==> config.mk <==
export PLATFORM = sky130hd
export DESIGN_NAME = mesh_term_fifo_bank
export DESIGN_NICKNAME = d
export VERILOG_FILES = /design/src/rtl/mesh_term_fifo_bank.sv
export SDC_FILE = /design/constraint.sdc
export NUM_CORES = 2
export LEC_CHECK = 0
export CAP_MARGIN = 20
export CORE_UTILIZATION = 35
export CTS_CLUSTER_SIZE = 40
export DETAILED_ROUTE_END_ITERATION = 10
export GPL_ROUTABILITY_DRIVEN = 0
export HOLD_SLACK_MARGIN = 0.15
export PLACE_DENSITY_LB_ADDON = 0.3
export SLEW_MARGIN = 30
export SYNTH_ARGS = -nofsm -noshare
export SYNTH_HDL_FRONTEND = slang
export SYNTH_SLANG_ARGS = --single-unit
==> constraint.sdc <==
create_clock -name clk -period 8.93 [get_ports clk]
set_input_delay 1.3395 -clock clk [delete_from_list [all_inputs] [get_ports clk]]
set_output_delay 1.3395 -clock clk [all_outputs]
set_load 0.02 [all_outputs]
==> src/rtl/mesh_term_fifo_bank.sv <==
// mesh_term_fifo_bank: bank of CHANNELS independent first-word-fall-through
// terminal FIFOs feeding the mesh edge terminals.
// Each channel has a selectable overflow policy, an almost-full flag,
// broadcast-head detection, a saturating drop counter and a synchronous flush.
// Ports:
//   clk, reset (async, active-low)
//   flush/push/pop [CHANNELS]   per-channel clear / write / read strobes
//   data_in  [CHANNELS*pckg_sz] per-channel write data, channel i at [i*pckg_sz +: pckg_sz]
//   pndng/full/almost_full/head_bdcst [CHANNELS]  registered status
//   data_out [CHANNELS*pckg_sz] registered head packet of each channel (0 when empty)
//   drop_cnt [CHANNELS*CNT_W]   saturating lost-packet count per channel
module mesh_term_fifo_bank #(
   parameter int unsigned          CHANNELS   = 16,
   parameter int unsigned          pckg_sz    = 40,
   parameter int unsigned          fifo_depth = 4,
   parameter logic [pckg_sz-19:0]  bdcst      = {(pckg_sz-18){1'b1}},
   parameter int unsigned          OVF_MODE   = 0,
   parameter int unsigned          AF_LVL     = fifo_depth-1,
   parameter int unsigned          CNT_W      = 8
) (
   input  logic                          clk,
   input  logic                          reset,
   input  logic [CHANNELS-1:0]           flush,
   input  logic [CHANNELS-1:0]           push,
   input  logic [CHANNELS*pckg_sz-1:0]   data_in,
   input  logic [CHANNELS-1:0]           pop,
   output logic [CHANNELS-1:0]           pndng,
   output logic [CHANNELS*pckg_sz-1:0]   data_out,
   output logic [CHANNELS-1:0]           full,
   output logic [CHANNELS-1:0]           almost_full,
   output logic [CHANNELS-1:0]           head_bdcst,
   output logic [CHANNELS*CNT_W-1:0]     drop_cnt
);

   localparam int unsigned PTR_W = (fifo_depth > 1) ? $clog2(fifo_depth) : 1;
   localparam int unsigned OCC_W = $clog2(fifo_depth + 1);

   // Circular pointer advance; explicit wrap so any depth works.
   function automatic logic [PTR_W-1:0] ptr_inc(input logic [PTR_W-1:0] p);
      return (p == PTR_W'(fifo_depth - 1)) ? '0 : p + PTR_W'(1);
   endfunction

   for (genvar i = 0; i < int'(CHANNELS); i++) begin : g_ch
      logic [pckg_sz-1:0] mem [fifo_depth];
      logic [PTR_W-1:0]   rd_ptr, wr_ptr, rd_ptr_n, wr_ptr_n;
      logic [OCC_W-1:0]   occ, occ_n;
      logic [CNT_W-1:0]   drops, drops_n;
      logic [pckg_sz-1:0] wdata, head_n;
      logic               do_pop, accept, drop_ev, wr_en, rd_adv;
      logic               pndng_r, full_r, af_r, hb_r;
      logic [pckg_sz-1:0] dout_r;

      assign wdata = data_in[i*pckg_sz +: pckg_sz];

      // Next-state: flush wins, pop only when non-empty, full+pop frees a slot.
      always_comb begin
         do_pop   = 1'b0;
         accept   = 1'b0;
         drop_ev  = 1'b0;
         wr_en    = 1'b0;
         rd_adv   = 1'b0;
         rd_ptr_n = rd_ptr;
         wr_ptr_n = wr_ptr;
         occ_n    = occ;
         drops_n  = drops;
         head_n   = '0;

         do_pop  = pop[i] && (occ != '0) && !flush[i];
         accept  = push[i] && !flush[i] && ((occ != OCC_W'(fifo_depth)) || do_pop);
         drop_ev = push[i] && !flush[i] && !accept;
         wr_en   = accept || (drop_ev && (OVF_MODE != 0));
         rd_adv  = do_pop || (drop_ev && (OVF_MODE != 0));

         if (flush[i]) begin
            rd_ptr_n = '0;
            wr_ptr_n = '0;
            occ_n    = '0;
         end else begin
            if (rd_adv) rd_ptr_n = ptr_inc(rd_ptr);
            if (wr_en)  wr_ptr_n = ptr_inc(wr_ptr);
            if (accept && !do_pop)      occ_n = occ + OCC_W'(1);
            else if (do_pop && !accept) occ_n = occ - OCC_W'(1);
         end

         if (drop_ev && (drops != '1)) drops_n = drops + CNT_W'(1);

         // Head after this edge; a write landing at the new head bypasses the RAM.
         if (occ_n != '0) begin
            if (wr_en && (wr_ptr == rd_ptr_n)) head_n = wdata;
            else                               head_n = mem[rd_ptr_n];
         end
      end

      // Data RAM carries no reset; unreachable contents are masked by occupancy.
      always_ff @(posedge clk) begin
         if (wr_en) mem[wr_ptr] <= wdata;
      end

      always_ff @(posedge clk or negedge reset) begin
         if (!reset) begin
            rd_ptr  <= '0;
            wr_ptr  <= '0;
            occ     <= '0;
            drops   <= '0;
            pndng_r <= 1'b0;
            full_r  <= 1'b0;
            af_r    <= 1'b0;
            hb_r    <= 1'b0;
            dout_r  <= '0;
         end else begin
            rd_ptr  <= rd_ptr_n;
            wr_ptr  <= wr_ptr_n;
            occ     <= occ_n;
            drops   <= drops_n;
            pndng_r <= (occ_n != '0);
            full_r  <= (occ_n == OCC_W'(fifo_depth));
            af_r    <= (occ_n >= OCC_W'(AF_LVL));
            hb_r    <= (occ_n != '0) && (head_n[pckg_sz-9 -: pckg_sz-18] == bdcst);
            dout_r  <= head_n;
         end
      end

      assign pndng[i]                      = pndng_r;
      assign full[i]                       = full_r;
      assign almost_full[i]                = af_r;
      assign head_bdcst[i]                 = hb_r;
      assign data_out[i*pckg_sz +: pckg_sz] = dout_r;
      assign drop_cnt[i*CNT_W +: CNT_W]    = drops;
   end

endmodule

-- After elaboration in Yosys (flattened, before gate mapping)
Memory sizes are Yosys's and may differ from the RTL's.
Index checks and enable logic that the tools add are counted.
- flip-flop bits (word level): 944
- RAM bits: 2560
- output and inout bits: 832
- word-level logic and storage cells: 848
- memories kept: 16
- memories (memory ; depth ; width ; read ports ; clocked after memory_dff ; wr ports ; line ; RTL):
    g_ch[0].mem ; 4 ; 40 ; 1 ; 0 ; 1 ; 44 ; logic [pckg_sz-1:0] mem [fifo_depth];
    g_ch[10].mem ; 4 ; 40 ; 1 ; 0 ; 1 ; 44 ;
    g_ch[11].mem ; 4 ; 40 ; 1 ; 0 ; 1 ; 44 ;
    g_ch[12].mem ; 4 ; 40 ; 1 ; 0 ; 1 ; 44 ;
    g_ch[13].mem ; 4 ; 40 ; 1 ; 0 ; 1 ; 44 ;
    g_ch[14].mem ; 4 ; 40 ; 1 ; 0 ; 1 ; 44 ;
    10 more memories ; n/a ; n/a ; n/a ; n/a ; n/a ; n/a ;
- add/sub/neg operators: 80
- $lt $le $gt $ge: 16
- equality and inequality tests: 112
- muxes and demuxes: 208
- reductions and logical operators: 272
- operator list (cell ; count):
    two-way mux 40 bit ; 32
    equality test 22 bit (second input constant) ; 16
    two-way mux 2 bit ; 96
    logical AND 1 bit ; 160
    two-way mux 3 bit ; 48
    adder 8 x 1 -> 8 bit (second input constant) ; 16
    inequality test 8 bit (second input constant) ; 16
    nonzero test 3 bit ; 32
    adder 2 x 1 -> 2 bit (second input constant) ; 32
    equality test 2 bit (second input constant) ; 32
    adder 3 x 1 -> 3 bit (second input constant) ; 16
    equality test 3 bit (second input constant) ; 16
    greater-or-equal comparator 3 x 2 -> 1 bit (second input constant) ; 16
    logical NOT 1 bit ; 48
    inequality test 3 bit (second input constant) ; 16
    subtractor 3 x 1 -> 3 bit (second input constant) ; 16
    equality test 2 bit ; 16
    two-way mux 1 bit ; 32
    nonzero test 2 bit ; 16
    logical OR 1 bit ; 16

-- Longest topological paths before layout
- depth in word-level cells: 14
- gate-level depth with buffers: 17
- depth with buffers taken out: 12

-- Worst setup path after synthesis
OpenSTA, ideal clock, no wires.
- path kind: input to register
- start point: input port flush[4]
- end point: register g_ch[4].hb_r
- library setup time: 0.068 ns
- arrival time: 4.053 ns
- data required time: 8.862 ns
- path slack: 4.809 ns
- cell stages on the path: 10
- cell sequence: clkbuf_1 nor3_1 mux2i_2 clkinv_2 mux2i_1 mux2_2 or4_1 or3_1 a2111oi_0 and4_1
- cells in the longest elaborated chain, start to end: 13
- elaborated cells on any way between the ends: 22
- classes of those cells: eq/ne (2); mux (7); reduce/logical (12); memory (1)
- ends and longest elaborated chain (element ; line ; RTL):
    start, declared ; 23 ; input logic [CHANNELS-1:0] flush,
    logical NOT 1 bit ; 68, 69 ;
    logical AND 1 bit ; 68 ; do_pop = pop[i] && (occ != '0) && !flush[i];
    logical OR 1 bit ; 69 ; accept = push[i] && !flush[i] && ((occ != OCC_W'(fifo_depth)) || do_pop);
    logical AND 1 bit ; 69 ;
    logical NOT 1 bit ; 82 ; else if (do_pop && !accept) occ_n = occ - OCC_W'(1);
    logical AND 1 bit ; 82 ;
    two-way mux 3 bit ; 82 ;
    two-way mux 3 bit ; 81 ; if (accept && !do_pop) occ_n = occ + OCC_W'(1);
    two-way mux 3 bit ; 74 ; if (flush[i]) begin
    nonzero test 3 bit ; 88, 118 ;
    two-way mux 40 bit ; 88 ; if (occ_n != '0) begin
    equality test 22 bit ; 118 ; hb_r <= (occ_n != '0) && (head_n[pckg_sz-9 -: pckg_sz-18] == bdcst);
    logical AND 1 bit * ; 118 ;
    end signal, assigned ; 118 ;
    end, declared ; 50 ; logic pndng_r, full_r, af_r, hb_r;
Mark *: on every way between the ends. The rest lies on a longest branch, timed or not.
A chain may end at the register's enable or synchronous reset.

-- Worst setup path in the final report
- start point: input port flush[9]
- end point: register g_ch[9].hb_r
- cells in the longest elaborated chain, start to end: 13
- elaborated cells on any way between the ends: 22
- classes of those cells: eq/ne (2); mux (7); reduce/logical (12); memory (1)
- ends and longest elaborated chain (element ; line):
    logical NOT 1 bit ; 68, 69
    logical AND 1 bit ; 68
    logical OR 1 bit ; 69
    logical AND 1 bit ; 69
    logical NOT 1 bit ; 82
    logical AND 1 bit ; 82
    two-way mux 3 bit ; 82
    two-way mux 3 bit ; 81
    two-way mux 3 bit ; 74
    nonzero test 3 bit ; 88, 118
    two-way mux 40 bit ; 88
    equality test 22 bit ; 118
    logical AND 1 bit * ; 118
    end signal, assigned ; 118
    end, declared ; 50
Marks and branches as above.

==> results.txt <==
The placement-stage cell area is about 160000 sq um. The count of input and output buffers is ~1500. For the pin with the worst max-slew slack, the measured transition is around 1 ns. The die is roughly 630 um tall. In this run the biggest area consumer among cell types represents a little under three fifths of the synthesized area. The number of optimization iterations in the first detailed-route pass came out at 6. The clock tree from TritonCTS is done. The worst register-to-register path has a depth of 13. The number of antenna violations at the first check in global routing was 172. The worst-case IR drop observed on VDD is 0.0001941 V. The synthesized-area fraction occupied by and/or/nand/nor cells came out at around 11%. Measured on the finished design, the core utilization comes to 43.78%.

The required arrival time at the worst endpoint came out at 9.74 ns. The signal arrival time at the worst endpoint is 5.84 ns. The number of pins with negative max-slew slack in the final report came out at 0. The number of levels in the clock H-tree is 5. Yosys mapped the design onto 92 distinct sky130hd cell types. The total overflow reported by the global router came out at 0. In this run the critical register-to-register path is launched from g_ch[3].occ[0]. The average wire length per cell after detail routing is 23.30 um. The final count of hold timing violations is 0. The worst-path cell with the longest stage delay is nand3_2. The share of async-settable or async-resettable flops after synthesis came out at 26.94%. The clock transition at the registers of the reported paths is 0.06 ns. The number of DRC violations after detailed routing is 0.

The relative contribution of combinational cells to total power is 27.6%. The starting density of the core is a little over a third. The proportion of power drawn by flip-flops and latches is 40.6%. The cell count after synthesis came out at 10340. The critical path goes through clkdlybuf4s50_1, and4b_1, nor2_4, buf_4, xnor2_1, nand3_2, mux2_2, nand4_1, or4_1, nor4_1.

Setup violations remaining at the end of the flow were counted as 0. The first global-routing pass estimated 585.2 mm of wire. The cts-stage hold buffer count is 0. The cell-internal power is 33.55 mW. Setup repair after global routing left no endpoint under its margin. The aggregate routed wire length is 405.0 mm. The total routing resource utilization after global routing came out at 19.49%. The critical path buffer and inverter count is 2. Across the run, the number of max-cap violations was 0. The flow ran to the end, and the final reports show no timing, DRC or antenna violations.

By area, the combinational part of the netlist is dominated by simple AND/OR/NAND/NOR gates. The worst slack at placement came out at 2.897 ns. The most utilized layer in the global route result is met2. STA classifies the critical path endpoint as a flip-flop. The switching power share of the total came out at 32.29%. The via count came out at between 80000 and 90000.

The capturing point of the worst reg2reg path is g_ch[3].hb_r. The post-synthesis compound-gate area fraction came out at 8.783%. The number of nets in the synthesized netlist came out at 11180.

The clock drives 3504 sinks. The final period demand of the worst path came out at around 5.0 ns. The worst-path maximum fanout is 40. Broken down by cell family, the worst path's largest delay share belongs to simple AND/OR/NAND/NOR gates. The summed instance area of the synthesized netlist came out at 138700 sq um. The setup TNS after final layout is 0 ns. The number of I/O pins came out at 1522. The most critical setup path has its startpoint at flush[9].

In the synthesized netlist the dominant register cell turns out to be edfxtp_1. Entering global routing, the biggest net connects ~140 pins. The average vias per placed instance came out at 5.108.

The number of synthesis warnings is 0. Once detailed placement completed, the half-perimeter wirelength came to 264.8 mm. For this design the static power due to leakage is between 60 and 70 nW. The synthesis-stage register bit count came out at 3504.

The total instance count after detailed placement is 16590. STA classifies the critical path startpoint as an input port. The later-pin clock latency in the skew report came out at slightly below 1 ns. The portion of synthesized area spent on multiplexers is 2.517%. The number of enable-type register cells in the synthesized netlist is 2560. The clock share of power came out at about a third. Excluding fillers, the count of instances in the completed layout stands at 17380. The met3 demand-to-capacity share in global routing came out at under 10%. In the post-synthesis netlist, the biggest area contributors are edfxtp_1 55%, dfrtp_1 17%, nand2_1 5.0%, a21oi_1 3.3%, mux2i_1 2.0%. The design area came out at roughly 170000 sq um. For this run, global-route usage on met1 was measured as 24.33%.

The core box area is a little under 400000 sq um. Dividing the final minimum period by the clock period gives a little under three fifths. The net count of the finished layout came out at 12580. The maximum operating frequency came out at 198.8 MHz. In this run the core area contains 230 standard-cell rows. The layout overhead on the synthesized area came out at 24.14%. For this design the ratio of total power to cell area is approximately 290 nW/um^2. The global routing usage on met2 came out at 31.96%.

The die area came out at roughly 400000 sq um. The die is 631.6 um wide. The cell type with the highest aggregate area in the netlist is edfxtp_1. Across the routed clock network, the largest skew measured is 0.04895 ns. The critical path class is in2reg. The via count of the first global-routing pass was around 86000. The synthesized area per cell is 13.42 sq um.

After clock tree synthesis, the repair step resized 0 gates. The delay of the slowest cell on the worst path came out at 0.75 ns. In this run the post-CTS setup repair buffer count came out at 0. The number of buffers on the longest clock path came out at 4. Clock tree synthesis inserted a total of 373 buffers. The slack of the worst reg-to-reg path came out at 4.14 ns.

The min-delay analysis places its worst path in the category in2async. The xor/xnor share of the synthesized area is 1.121%. In this run the power spent charging and discharging nets is 16.00 mW. CTS placed an instance of clkbuf_16 at the clock tree root. Setup slack closes at 3.899 ns. The number of antenna-violating nets in the routed design came out at 0. The synthesized-area fraction occupied by adder cells came out at 1.299%.

The number of DRC markers in iteration 0 came out at 7099. The share of the yosys chip area belonging to registers is 72.43%. The fraction of final layout cells with drive strength greater than 1 is 7.788%. The worst slew slack as a fraction of its limit is 33.93%.
==> kinds of logic after synthesis <==
logic type	Yosys count
adder cells (fa/ha/maj)	144
AND/OR/NAND/NOR	3518
XOR/XNOR	175
flip-flops	3504
multiplexers	339
AO/OA/AOI/OAI	1846
buffers and inverters	815
==> layer usage <==
| layer | routed length [um] | vias to the layer above | share of wire, % |
|---|---|---|---|
| li1 | - | 40730 | - |
| met1 | 160600 | 44520 | 40 |
| met2 | 197500 | 2697 | 49 |
| met3 | 27760 | 763 | 6.9 |
| met4 | 18550 | 78 | 4.6 |
| met5 | 514 | - | 0.13 |
==> synth_stat cells (117+ instances only) <==
library cell,instances
and2_1,248
a211oi_1,160
inv_1,132
mux2i_1,284
a221oi_1,117
and3_1,170
clkbuf_1,370
nand2_1,1859
edfxtp_1,2560
a311oi_1,251
xnor2_1,134
dfrtp_1,944
a21oi_1,904
nand3_1,339
ha_1,144
nor2_1,537
==> layout by cell type, fill, tap and decap left out, types with 146 or more instances in the layout <==
cell	count
a211oi_1	160
a21oi_1	904
a311oi_1	251
and2_1	193
and3_1	146
buf_4	153
clkbuf_16	378
clkdlybuf4s50_1	1520
dfrtp_1	944
edfxtp_1	2560
mux2i_1	274
nand2_1	1859
nand3_1	338
nor2_1	534
==> state kept, by name, indices dropped and copies added (netlist names) <==
signal        cells
g_ch.af_r        16
g_ch.pndng_r     16
g_ch.mem       2560
g_ch.rd_ptr      32
g_ch.hb_r        16
g_ch.full_r      16
g_ch.dout_r     640
g_ch.wr_ptr      32
g_ch.occ         48
g_ch.drops      128
==> worst max path at each step <==
| stage | end | slack, ns | depth (start not counted) |
|---|---|---|---|
| finish | g_ch[9].hb_r | 3.90 | 10 |
| global route | g_ch[3].hb_r | 3.66 | 11 |
| CTS | g_ch[3].hb_r | 3.94 | 11 |
| detailed placement | g_ch[3].hb_r | 2.90 | 11 |
| global placement | g_ch[3].hb_r | 2.94 | 11 |
| floorplan | g_ch[4].hb_r | 4.81 | 10 |
==> area by class of cell <==
| cell class | count | area, sq um |
|---|---|---|
| Antenna cell | 90 | 225.2 |
| Clock buffer | 524 | 10470 |
| Clock inverter | 176 | 2133 |
| Fill cell | 35350 | 221200 |
| Inverter | 158 | 619.3 |
| Multi-Input combinational cell | 6022 | 35150 |
| Sequential cell | 3504 | 100500 |
| Tap cell | 5220 | 6531 |
| Timing Repair Buffer | 1686 | 16610 |
==> power groups by stage <==
stage               Sequential, mW  Combinational, mW  Clock [mW]
floorplan                     21.5               6.64           0
global placement              20.4               13.7           0
detailed placement            20.4               13.8           0
CTS                           20.1               13.8        16.1
global route                  20.3               14.8        16.7
finish                        20.1               13.7        15.7
==> through the flow <==
stage,hold slack [ns],total power [mW]
floorplan,0.5631,28.14
global placement,0.4832,34.14
detailed placement,0.4886,34.18
CTS,0.3832,50.03
global route,0.4400,51.74
finish,0.4474,49.55
No activity file was read; power rests on OpenSTA's default activity.
